--- src/rtl/sram_stream_pkg.sv ---
// Shared types and constants for the SRAM stream reader.
// Optional stall counter is enabled by SRAM_STREAM_STALL_CNT_EN.
package sram_stream_pkg;

    typedef enum logic [1:0] {
        ST_IDLE,
        ST_READ,
        ST_DRAIN
    } state_e;

    localparam int FIFO_DEPTH = 2;
    localparam int STALL_W    = 16;

    function automatic logic [STALL_W-1:0] sat_inc(input logic [STALL_W-1:0] v);
        return (v == {STALL_W{1'b1}}) ? v : v + 1'b1;
    endfunction

endpackage

--- src/rtl/sram_stream_fifo.sv ---
// Two-entry output buffer between the SRAM read port and the stream.
// Head is the oldest entry; push and pop may happen in the same cycle.
module sram_stream_fifo
    import sram_stream_pkg::*;
#(
    parameter int DATA_WIDTH = 128
) (
    input  logic                  clk,
    input  logic                  rst_n,
    input  logic                  push,
    input  logic [DATA_WIDTH-1:0] push_data,
    input  logic                  pop,
    output logic [1:0]            count,
    output logic [DATA_WIDTH-1:0] head
);

    logic [DATA_WIDTH-1:0] mem_q [FIFO_DEPTH];
    logic                  rptr_q;
    logic                  wptr_q;
    logic [1:0]            cnt_q;
    logic [1:0]            cnt_d;

    always_comb begin
        cnt_d = cnt_q;
        case ({push, pop})
            2'b10:   cnt_d = cnt_q + 2'd1;
            2'b01:   cnt_d = cnt_q - 2'd1;
            default: cnt_d = cnt_q;
        endcase
    end

    always_ff @(posedge clk or negedge rst_n) begin
        if (!rst_n) begin
            for (int i = 0; i < FIFO_DEPTH; i++) begin
                mem_q[i] <= '0;
            end
            rptr_q <= 1'b0;
            wptr_q <= 1'b0;
            cnt_q  <= 2'd0;
        end else begin
            if (push) begin
                mem_q[wptr_q] <= push_data;
                wptr_q        <= ~wptr_q;
            end
            if (pop) begin
                rptr_q <= ~rptr_q;
            end
            cnt_q <= cnt_d;
        end
    end

    assign count = cnt_q;
    assign head  = mem_q[rptr_q];

endmodule

--- src/rtl/sram_stream_reader.sv ---
// Streams a run of SRAM words out on a valid/ready port, hiding read latency.
// Define SRAM_STREAM_STALL_CNT_EN to add the stall_cnt output.
module sram_stream_reader
    import sram_stream_pkg::*;
#(
    parameter int DATA_WIDTH = 128,
    parameter int ADDR_WIDTH = 10,
    parameter int DEPTH      = 1024
) (
    input  logic                  clk,
    input  logic                  rst_n,
    input  logic                  start,
    input  logic [ADDR_WIDTH-1:0] start_adr,
    input  logic [ADDR_WIDTH:0]   len,
    output logic                  busy,
    output logic                  done,
    output logic                  sram_ren,
    output logic [ADDR_WIDTH-1:0] sram_radr,
    input  logic [DATA_WIDTH-1:0] sram_rdata,
    output logic                  out_valid,
    output logic [DATA_WIDTH-1:0] out_data,
    input  logic                  out_ready
`ifdef SRAM_STREAM_STALL_CNT_EN
    ,
    output logic [STALL_W-1:0]    stall_cnt
`endif
);

    localparam logic [ADDR_WIDTH-1:0] LAST_ADR = ADDR_WIDTH'(DEPTH - 1);
    localparam logic [ADDR_WIDTH:0]   ONE      = (ADDR_WIDTH+1)'(1);

    state_e                state_q, state_d;
    logic [ADDR_WIDTH-1:0] adr_q, adr_d;
    logic [ADDR_WIDTH:0]   issue_rem_q, issue_rem_d;
    logic [ADDR_WIDTH:0]   pop_rem_q, pop_rem_d;
    logic                  inflight_q;
    logic                  zdone_q, zdone_d;
    logic                  last_pop;
    logic [1:0]            fifo_cnt;
    logic [1:0]            used;
    logic                  pop;
    logic                  issue;

    assign out_valid = (fifo_cnt != 2'd0);
    assign pop       = out_valid && out_ready;
    assign used      = fifo_cnt + {1'b0, inflight_q};

    // A pop this cycle frees a slot in time for the read issued now.
    assign issue = (state_q == ST_READ) && ((used < 2'd2) || pop);

    always_comb begin
        state_d     = state_q;
        adr_d       = adr_q;
        issue_rem_d = issue_rem_q;
        pop_rem_d   = pop_rem_q;
        zdone_d     = 1'b0;
        last_pop    = 1'b0;
        unique case (state_q)
            ST_IDLE: begin
                if (start) begin
                    if (len != '0) begin
                        state_d     = ST_READ;
                        adr_d       = start_adr;
                        issue_rem_d = len;
                        pop_rem_d   = len;
                    end else begin
                        zdone_d = 1'b1;
                    end
                end
            end
            ST_READ: begin
                if (issue) begin
                    adr_d       = (adr_q == LAST_ADR) ? '0 : adr_q + 1'b1;
                    issue_rem_d = issue_rem_q - ONE;
                    if (issue_rem_q == ONE) begin
                        state_d = ST_DRAIN;
                    end
                end
            end
            ST_DRAIN: ;
            default: state_d = ST_IDLE;
        endcase
        if (pop) begin
            pop_rem_d = pop_rem_q - ONE;
            if (pop_rem_q == ONE) begin
                last_pop = 1'b1;
                state_d  = ST_IDLE;
            end
        end
    end

    always_ff @(posedge clk or negedge rst_n) begin
        if (!rst_n) begin
            state_q     <= ST_IDLE;
            adr_q       <= '0;
            issue_rem_q <= '0;
            pop_rem_q   <= '0;
            inflight_q  <= 1'b0;
            zdone_q     <= 1'b0;
        end else begin
            state_q     <= state_d;
            adr_q       <= adr_d;
            issue_rem_q <= issue_rem_d;
            pop_rem_q   <= pop_rem_d;
            inflight_q  <= issue;
            zdone_q     <= zdone_d;
        end
    end

    sram_stream_fifo #(
        .DATA_WIDTH(DATA_WIDTH)
    ) u_fifo (
        .clk      (clk),
        .rst_n    (rst_n),
        .push     (inflight_q),
        .push_data(sram_rdata),
        .pop      (pop),
        .count    (fifo_cnt),
        .head     (out_data)
    );

    assign busy      = (state_q != ST_IDLE);
    assign done      = last_pop | zdone_q;
    assign sram_ren  = issue;
    assign sram_radr = adr_q;

`ifdef SRAM_STREAM_STALL_CNT_EN
    logic [STALL_W-1:0] stall_q, stall_d;

    always_comb begin
        stall_d = stall_q;
        if ((state_q == ST_IDLE) && start) begin
            stall_d = '0;
        end else if (out_valid && !out_ready) begin
            stall_d = sat_inc(stall_q);
        end
    end

    always_ff @(posedge clk or negedge rst_n) begin
        if (!rst_n) begin
            stall_q <= '0;
        end else begin
            stall_q <= stall_d;
        end
    end

    assign stall_cnt = stall_q;
`endif

endmodule

--- config.mk ---
export PLATFORM = sky130hd
export DESIGN_NAME = sram_stream_reader
export DESIGN_NICKNAME = d
export VERILOG_FILES = /design/src/rtl/sram_stream_pkg.sv /design/src/rtl/sram_stream_fifo.sv /design/src/rtl/sram_stream_reader.sv
export SDC_FILE = /design/constraint.sdc
export NUM_CORES = 1
export LEC_CHECK = 0
export BUFFER_PORTS_ARGS = -buffer_cell sky130_fd_sc_hd__buf_2
export CAP_MARGIN = 25
export CORE_MARGIN = 3
export CORE_UTILIZATION = 39
export DETAILED_ROUTE_END_ITERATION = 8
export PLACE_DENSITY_LB_ADDON = 0.2
export REMOVE_ABC_BUFFERS = 1
export SLEW_MARGIN = 20
export SYNTH_ARGS = -nofsm -noshare
export SYNTH_HDL_FRONTEND = slang
export SYNTH_SLANG_ARGS = --single-unit
--- constraint.sdc ---
create_clock -name clk -period 2.9 [get_ports clk]
set_clock_uncertainty 0.2 [all_clocks]
set_input_delay 0.725 -clock clk [delete_from_list [all_inputs] [get_ports clk]]
set_output_delay 0.725 -clock clk [all_outputs]
set_load 0.01 [all_outputs]
==> run_results.csv, run 1 <==
group,metric,value,unit
floorplanning,core,0.0339,mm^2
routing,wire_per_inst,19.0,um
synth,synth_edf_count,0,
timing,worst_slack,0.0856,ns
routing,post_drt_via_cell_ratio,5.24,
place,port_buffers,294,
grt,grt_pass1_vias,9387,
synth,synth.area.top_cells,"dfrtp_1, mux2_2, clkbuf_1, a221oi_1, nand3_1",
layout,fin_util,49.7,%
layout,fill_cells,3015,
synth,synth_ff_type,"dfrtp_1",
floorplanning,start_util,39.9,%
synth,synthCells,960,
setup_path,cp-start-kind,"flop",
cts,tritoncts,"yes",
grt,grt_first_pass_wirelength,51.4,mm
grt,grt_max_degree,82,
synth,synth-async-reset-ratio,100,%
floorplanning,dieWidth,192,um
setup_path,r2r_cells,5,
grt,antenna_found_initial,7,
timing,slew_viol_final,0,
layout,layout.nets,1429,
synth,synthMostInstantiatedCell,"mux2_2",
timing,hold_viol,0,
place,post-place-ws,0.204,ns
place,placed_cells,1676,
power_and_ir_drop,p_total,21800,uW
layout,design_area,0.0168,mm^2
min_path,hold_path.startpoint,"sram_rdata[40]",
cts,htree_levels,2,
timing,rsz0062_at_grt,"false",
cts,clkSlewWorstSetupHoldPaths,0.06,ns
setup_path,critPathArrivalTime,1.89,ns
setup_path,worstSetupEndpointType,"output pin",
cts,clockRootBuffer,"clkbuf_16",
layout,multiInputGateArea,0.00581,mm^2
min_path,hold_end,"u_fifo.mem_q[168]",
synth,synth.distinct_cells,65,
timing,max_freq,0.355,GHz
floorplanning,die_y,192,um
floorplanning,io_pins,295,
power_and_ir_drop,powerDensity,1290,mW/mm^2
timing,slew_headroom,40.1,%
synth,yosysSeqAreaShare,54.9,%
min_path,holdPathStages,2,
cts,insertion_delay,0.50,ns
timing,period_share,97.0,%
setup_path,worstPathMaxFanout,49,
layout,syn2layout_area_growth,24.8,%
layout,drive_above_1_share,61.3,%
grt,grt.total_usage,17.3,%
cts,cts_buffers,35,
power_and_ir_drop,p_leak,0.00742,uW
synth,synth_area_per_cell,14.1,um^2
synth,synth_seq_cells,296,
routing,wl,33.1,mm
layout,seqCellArea,0.00741,mm^2
floorplanning,rows,67,
setup_path,r2r-end,"sram_radr[1]",
run,max-cap-violations,0,
synth,yosysWarnings,0,
synth,synth_top_area_share,54.9,%
place,placed_area,0.0157,mm^2
timing,tightestPinTransition,0.899,ns
setup_path,r2r_start,"state_q[0]",
timing,setup_viol,0,
floorplanning,fp.dieArea,0.0369,mm^2
cts,clock-sinks,296,
setup_path,critical_path_required,1.98,ns
synth,synth_common_cells,"mux2_2, dfrtp_1, clkbuf_1, nor2_1, nand2_1",
routing,final_antenna_net_count,0,
synth,yosysTopAreaCell,"dfrtp_1",
timing,min_period,2.81,ns
grt,grt_overflow,0,
synth,synth.cell_area,0.0135,mm^2
place,gp_congestion,0.843,
power_and_ir_drop,vdd_drop_max,0.589,mV
routing,drtIter0Drc,275,
place,hpwl,22.3,mm
routing,vias,9138,
cts,clock_path_buffers,3,
routing,drc,0,
run_status,outcome,"finished clean",
layout,final_cells,1743,
setup_path,crit_type,"flop to output pin",
routing,drtPass1Iterations,5,
setup_path,r2r_slack,0.48,ns
min_path,hold_path_class,"primary input to flop",
[layer usage]
layer | vias to the layer above | global-route usage, % | share of wire (%)
met2 | 294 | 28.3 | 48
met3 | 54 | 4.02 | 6.8
li1 | 4164 | - | -
met5 | - | 0 | 0.14
met4 | 8 | 4.82 | 1.9
met1 | 4618 | 23.2 | 43
[kinds of logic after synthesis]
logic type / count (synthesis) / share of synthesized area [%]
compound gates: 91 / 5.30
xor+xnor: 5 / 0.324
fa+ha+maj: 6 / 0.556
buf+inv: 73 / 2.39
flops: 296 / 54.9
mux: 387 / 32.3
simple gates: 102 / 4.29
[flip-flops by register name, indices dropped and copies added, names as in the netlist]
name	count
zdone_q	1
u_fifo.rptr_q	1
pop_rem_q	11
sram_radr	10
u_fifo.mem_q	256
issue_rem_q	11
u_fifo.wptr_q	1
inflight_q	1
state_q	2
u_fifo.count	2
[report_power, final]
part           total, uW  internal [uW]  switching, uW
logic              10200           5490           4700
registers           7470           6290           1180
clock network       4100           2450           1650
total              21800          14200           7530
[cell type report]
class | instances | share of cell area, %
Antenna cell | 5 | 0.0743
Clock buffer | 52 | 6.12
Clock inverter | 5 | 0.253
Inverter | 17 | 0.379
Multi-Input combinational cell | 591 | 34.5
Sequential cell | 296 | 44.0
Tap cell | 448 | 3.33
Timing Repair Buffer | 329 | 11.3
[cell usage in the layout (no fill, tap or decap), types with 10 or more instances in the layout]
| master | netlist | layout |
|---|---|---|
| inv_1 | 17 | 17 |
| a221oi_1 | 12 | 12 |
| nand2_1 | 18 | 17 |
| buf_4 | 0 | 22 |
| nor2_1 | 19 | 17 |
| mux2_2 | 384 | 384 |
| buf_12 | 0 | 10 |
| dfrtp_1 | 296 | 293 |
| buf_2 | 3 | 293 |
| nand3_1 | 16 | 16 |
| clkbuf_16 | 0 | 36 |
[critical path, cell delays in order (launching register included)]
cell and delay [ns]:
dfrtp_4 0.50, buf_12 0.29, mux2_2 0.39, buf_2 0.15
[stage by stage]
step	TNS (ns)	hold WS, ns
floorplan	-822.86	0.229
global placement	0	0.281
detailed placement	0	0.287
CTS	0	0.233
global route	0	0.239
finish	0	0.259
[timing repair]
item                       4_1_cts  5_1_grt
buffers inserted                 0        3
hold buffers                     1        0
setup endpoints to repair        4       20
resized for setup                3        6
cloned                           1        0
pin swaps                        0        1
hold endpoints to repair        51        0
[worst max path at each step]
| stage | end | startpoint | cells after the start | slack [ns] |
|---|---|---|---|---|
| final | out_data[125] | u_fifo.rptr_q | 3 | 0.09 |
| after global routing | out_data[21] | u_fifo.rptr_q | 3 | 0.003 |
| after CTS | done | pop_rem_q[4] | 6 | 0.01 |
| after detailed placement | sram_radr[1] | out_ready | 6 | 0.20 |
| after global placement | sram_radr[1] | out_ready | 6 | 0.24 |
| after floorplan | u_fifo.mem_q[128] | inflight_q | 3 | -3.91 |
Power figures use the tool's default switching activity.
==> inputs of run 2 (changes only) <==
--- a/config.mk
+++ b/config.mk
@@ -10,6 +10,7 @@
 export CORE_MARGIN = 3
 export CORE_UTILIZATION = 39
 export DETAILED_ROUTE_END_ITERATION = 8
+export MAX_ROUTING_LAYER = met4
 export PLACE_DENSITY_LB_ADDON = 0.2
 export REMOVE_ABC_BUFFERS = 1
 export SLEW_MARGIN = 20
==> run 2 against run 1 <==
Against the previous run:
- wire length fell by 0.12%
- critical path type unchanged
- non-clock buffer count did not move
- largest power group unchanged
- highest routed layer is now met4
- final cell count rose by 0.23%
- worst hold slack got worse by 0.0026 ns
- via count fell by 1.1%
- global-route usage rose by 0.52 points
- count of clock-buffer cells in the layout did not move
- register-to-register slack improved by 0.04 ns
- design area barely moved
- critical path depth did not move
==> run_results.csv, run 2 (synthesis results as in run 1) <==
group,metric,value,unit
run_status,outcome,"finished clean",
setup_path,cp-start-kind,"flop",
layout,final_cells,1747,
power_and_ir_drop,vdd_drop_max,0.593,mV
routing,drtIter0Drc,285,
timing,slew_viol_final,0,
grt,busiest_layer,"met2",
setup_path,critPathArrivalTime,1.90,ns
grt,grt_first_pass_wirelength,51.4,mm
cts,clock_path_buffers,3,
timing,fin_setup_tns,0,ns
layout,final_common_cell,"mux2_2",
cts,tritoncts,"yes",
routing,drc,0,
cts,clock-sinks,296,
setup_path,worstPathCellList,"buf_12 > mux2_2 > buf_2",
cts,insertion_delay,0.50,ns
timing,rsz0062_at_grt,"false",
min_path,hold_end,"u_fifo.mem_q[168]",
timing,slew_headroom,41.6,%
routing,vias,9033,
grt,grt.total_usage,17.9,%
layout,drive_above_1_share,61.3,%
cts,cts_buffers,35,
layout,layout_common_cells,"mux2_2, dfrtp_1, buf_2, clkbuf_16, buf_4",
layout,largest_register,"u_fifo.mem_q",
min_path,hold_path_class,"primary input to flop",
place,hpwl,22.3,mm
grt,use_met3,4.00,%
layout,syn2layout_area_growth,24.8,%
setup_path,r2r_start,"state_q[0]",
floorplanning,dieWidth,192,um
min_path,hold_path.startpoint,"sram_rdata[40]",
timing,tightestPinTransition,0.876,ns
setup_path,worstPathMaxFanout,49,
grt,grt_use_met2,28.2,%
setup_path,r2r_slack,0.52,ns
timing,setup_viol,0,
setup_path,cpPeakStageDelay,0.50,ns
routing,final_antenna_net_count,0,
power_and_ir_drop,powerDensity,1290,mW/mm^2
run,max-cap-violations,0,
routing,drtPass1Iterations,4,
timing,whs,0.257,ns
floorplanning,core,0.0339,mm^2
timing,hold_viol,0,
place,port_buffers,294,
floorplanning,io_pins,295,
timing,period_share,97.4,%
setup_path,crit_start,"u_fifo.rptr_q",
place,gp_congestion,0.856,
setup_path,crit_type,"flop to output pin",
setup_path,critPathBufInv,2,
routing,wire_per_inst,18.9,um
cts,clkSlewWorstSetupHoldPaths,0.06,ns
timing,min_period,2.82,ns
timing,worst_slack,0.0752,ns
setup_path,critical_path_required,1.98,ns
setup_path,r2r-end,"sram_radr[1]",
grt,grt_max_degree,82,
floorplanning,die_y,192,um
grt,antenna_found_initial,7,
grt,grt_overflow,0,
routing,wl,33.1,mm
power_and_ir_drop,p_leak,0.00742,uW
setup_path,critPathTopFamily,"flip-flops",
floorplanning,fp.dieArea,0.0369,mm^2
setup_path,r2r_cells,5,
routing,post_drt_via_cell_ratio,5.17,
layout,fin_util,49.8,%
floorplanning,start_util,39.9,%
place,post-place-ws,0.204,ns
floorplanning,rows,67,
cts,htree_levels,2,
layout,largestRegisters,"u_fifo.mem_q: 256 flops, issue_rem_q: 11 flops, pop_rem_q: 11 flops",
timing,max_freq,0.354,GHz
grt,use_met1,23.4,%
layout,layout.nets,1429,
setup_path,worstSetupEndpointType,"output pin",
layout,largest_register_ffs,256,
grt,grt_pass1_vias,9400,
min_path,holdPathStages,2,
setup_path,crit_path_top_delay_cell,"dfrtp_4",
cts,clockRootBuffer,"clkbuf_16",
place,placed_cells,1676,
## run 2: metrics by stage
stage	power (uW)	area, um^2
2_1_floorplan	13900	13200
3_3_place_gp	17500	15700
3_5_place_dp	17700	15700
4_1_cts	22100	16800
5_1_grt	23200	16900
6_report	21800	16900
## run 2: area by class of cell
class | instances | area [um^2]
tap | 448 | 561
multi-input combinational | 591 | 5810
inverter | 17 | 63.8
timing repair buffer | 329 | 1910
clock inverter | 5 | 42.5
fill | 3013 | 17000
clock buffer | 52 | 1030
sequential | 296 | 7410
antenna | 9 | 22.5
## run 2: worst max-delay path by stage
stage                              to  slack (ns)  cells after the start
floorplan           u_fifo.mem_q[128]       -3.91                      3
global placement         sram_radr[1]        0.24                      6
detailed placement       sram_radr[1]        0.20                      6
CTS                              done        0.01                      6
global route             out_data[21]       0.003                      3
finish                   out_data[32]        0.08                      3
## run 2: power breakdown
| group | internal (uW) | switching (uW) |
|---|---|---|
| Clock | 2450 | 1660 |
| Sequential | 6290 | 1190 |
| Combinational | 5490 | 4700 |
| Total | 14200 | 7550 |
## run 2: metal layers
layer  wire (um)  up-vias
li1            -     4173
met2       15800      243
met1       14500     4572
met3        2240       45
met5           0        -
met4         524        0
## run 2: what timing repair did
| item | in CTS | in global routing |
|---|---|---|
| endpoints found under the setup margin | 4 | 21 |
| pin swaps | 0 | 1 |
| hold buffers | 1 | 0 |
| endpoints found under the hold margin | 51 | 0 |
| gates resized for setup | 3 | 6 |
| cloned | 1 | 0 |
| buffers inserted | 0 | 3 |
==> inputs of run 3 (changes only) <==
--- a/config.mk
+++ b/config.mk
@@ -8,7 +8,7 @@
 export BUFFER_PORTS_ARGS = -buffer_cell sky130_fd_sc_hd__buf_2
 export CAP_MARGIN = 25
 export CORE_MARGIN = 3
-export CORE_UTILIZATION = 39
+export CORE_UTILIZATION = 55
 export DETAILED_ROUTE_END_ITERATION = 8
 export MAX_ROUTING_LAYER = met4
 export PLACE_DENSITY_LB_ADDON = 0.2
==> run 3 against run 2 <==
Against the previous run:
- global-route usage increased by 6.3 points
- sequential power about the same
- clock power decreased by 3%
- sequential share of layout area increased by 0.66 points
- worst hold slack got worse by 0.039 ns
- core utilization increased by 20 points
- design area decreased by 1.5%
- flip-flop and latch count unchanged
- setup slack got worse by 0.046 ns
- wire length decreased by 4.7%
==> run_results.csv, run 3 (synthesis results as in run 1) <==
group,metric,value,unit
layout,final_common_cell,"mux2_2",
setup_path,critical_path_required,1.98,ns
place,hpwl,21.6,mm
grt,grt_pass1_vias,9425,
setup_path,cp-start-kind,"flop",
layout,fin_util,69.7,%
power_and_ir_drop,p_total,21600,uW
layout,final_cells,1610,
routing,vias,9132,
floorplanning,io_pins,295,
routing,drtPass1Iterations,5,
timing,tightestPinTransition,0.649,ns
layout,fill_cells,1694,
setup_path,cpPeakStageDelay,0.45,ns
setup_path,worstPathMaxFanout,66,
place,placed_cells,1544,
cts,clock_path_buffers,3,
layout,layout.nets,1423,
cts,cts_buffers,30,
layout,syn2layout_area_growth,23.0,%
power_and_ir_drop,vdd_drop_max,0.642,mV
layout,design_area,0.0166,mm^2
timing,slew_headroom,56.2,%
cts,htree_levels,1,
timing,period_share,99.0,%
timing,min_period,2.87,ns
setup_path,critPathArrivalTime,1.95,ns
run,max-cap-violations,0,
power_and_ir_drop,powerDensity,1300,mW/mm^2
floorplanning,fp.dieArea,0.0265,mm^2
cts,insertion_delay,0.54,ns
setup_path,worstPathCellList,"buf_12 > mux2_2 > buf_2",
setup_path,crit_path_top_delay_cell,"dfrtp_4",
timing,max_freq,0.348,GHz
run_status,outcome,"finished clean",
layout,drive_above_1_share,61.8,%
routing,wl,31.6,mm
place,port_buffers,294,
routing,drc,0,
floorplanning,rows,56,
power_and_ir_drop,p_leak,0.00740,uW
timing,hold_viol,0,
routing,final_antenna_net_count,0,
min_path,hold_path_class,"primary input to flop",
setup_path,crit_type,"flop to output pin",
grt,antenna_found_initial,5,
layout,largestRegisters,"u_fifo.mem_q: 256 flops, issue_rem_q: 11 flops, pop_rem_q: 11 flops",
routing,post_drt_via_cell_ratio,5.67,
grt,grt.total_usage,24.1,%
grt,grt_max_degree,93,
floorplanning,die_y,163,um
layout,layout_common_cells,"mux2_2, dfrtp_1, buf_2, clkbuf_16, buf_4",
layout,largest_register,"u_fifo.mem_q",
layout,largest_register_ffs,256,
place,placed_area,0.0155,mm^2
cts,tritoncts,"yes",
place,gp_congestion,0.892,
cts,clock-sinks,296,
routing,drtIter0Drc,615,
grt,grt_first_pass_wirelength,50.3,mm
floorplanning,core,0.0238,mm^2
setup_path,worstSetupEndpointType,"output pin",
floorplanning,start_util,56.7,%
cts,clockRootBuffer,"clkbuf_16",
grt,grt_overflow,0,
routing,wire_per_inst,19.6,um
timing,slew_viol_final,0,
cts,clkSlewWorstSetupHoldPaths,0.06,ns
floorplanning,dieWidth,163,um
timing,setup_viol,0,
timing,rsz0062_at_grt,"true",
run 3: changes by cell type in the layout (fill, tap and decap cells not counted), sizes merged:
cell      delta
clkbuf       -8
clkinv       +4
inv          -1
clkinvlp     -1
bufinv       +3
buf          -1
diode        -4
run 3: routing by layer:
metal  track usage (%)  part of all wire (%)  vias up
li1                  -                     -     4162
met1              31.7                    42     4658
met2              39.7                    50      277
met3              4.15                   6.0       35
met4              5.46                   1.8        0
met5                 -                     0        -
run 3: timing repair:
item | CTS | global route
hold buffers | 1 | 0
buffers inserted | 0 | 6
resized for setup | 1 | 6
setup endpoints to repair | 1 | 13
pin swaps | 0 | 2
endpoints found under the hold margin | 55 | 0
run 3: critical path, delay by kind of cell (launching register included):
kind	cells	cell delay, ns
multiplexers	1	0.41
flip-flops	1	0.45
buffers and inverters	2	0.46
run 3: path summary, 6_finish.rpt:
path                                       start           endpoint  slack [ns]  cells past startpoint
worst max-delay path               u_fifo.rptr_q      out_data[114]        0.03                      3
worst min-delay path              sram_rdata[17]  u_fifo.mem_q[145]        0.22                      2
min in group asynchronous                  rst_n   u_fifo.mem_q[36]        0.50                      2
worst max register to register    issue_rem_q[0]    issue_rem_q[10]        0.52                      6
worst min register to register  u_fifo.mem_q[68]   u_fifo.mem_q[68]        0.30                      1
max in group asynchronous                  rst_n      u_fifo.rptr_q        1.29                      3
run 3: layout make-up:
cell class | instances | area [um^2] | share of cell area (%)
Sequential cell | 296 | 7410 | 44.6
Multi-Input combinational cell | 591 | 5800 | 34.9
Timing Repair Buffer | 328 | 1860 | 11.2
Clock buffer | 44 | 913 | 5.50
Tap cell | 319 | 399 | 2.40
Clock inverter | 10 | 136 | 0.821
Inverter | 17 | 63.8 | 0.384
Antenna cell | 5 | 12.5 | 0.0753
run 3: power breakdown:
group          total, uW  internal, uW  switching, uW
clock network       3980          2430           1550
registers           7510          6290           1230
logic              10200          5480           4680
run 3: per-stage QoR:
stage | hold WS (ns) | TNS [ns] | setup slack, ns
floorplan | 0.229 | -822.86 | -3.91
global placement | 0.281 | 0 | 0.351
detailed placement | 0.287 | 0 | 0.338
CTS | 0.196 | 0 | 0.00147
global route | 0.198 | -0.0782 | -0.0145
finish | 0.217 | 0 | 0.0288
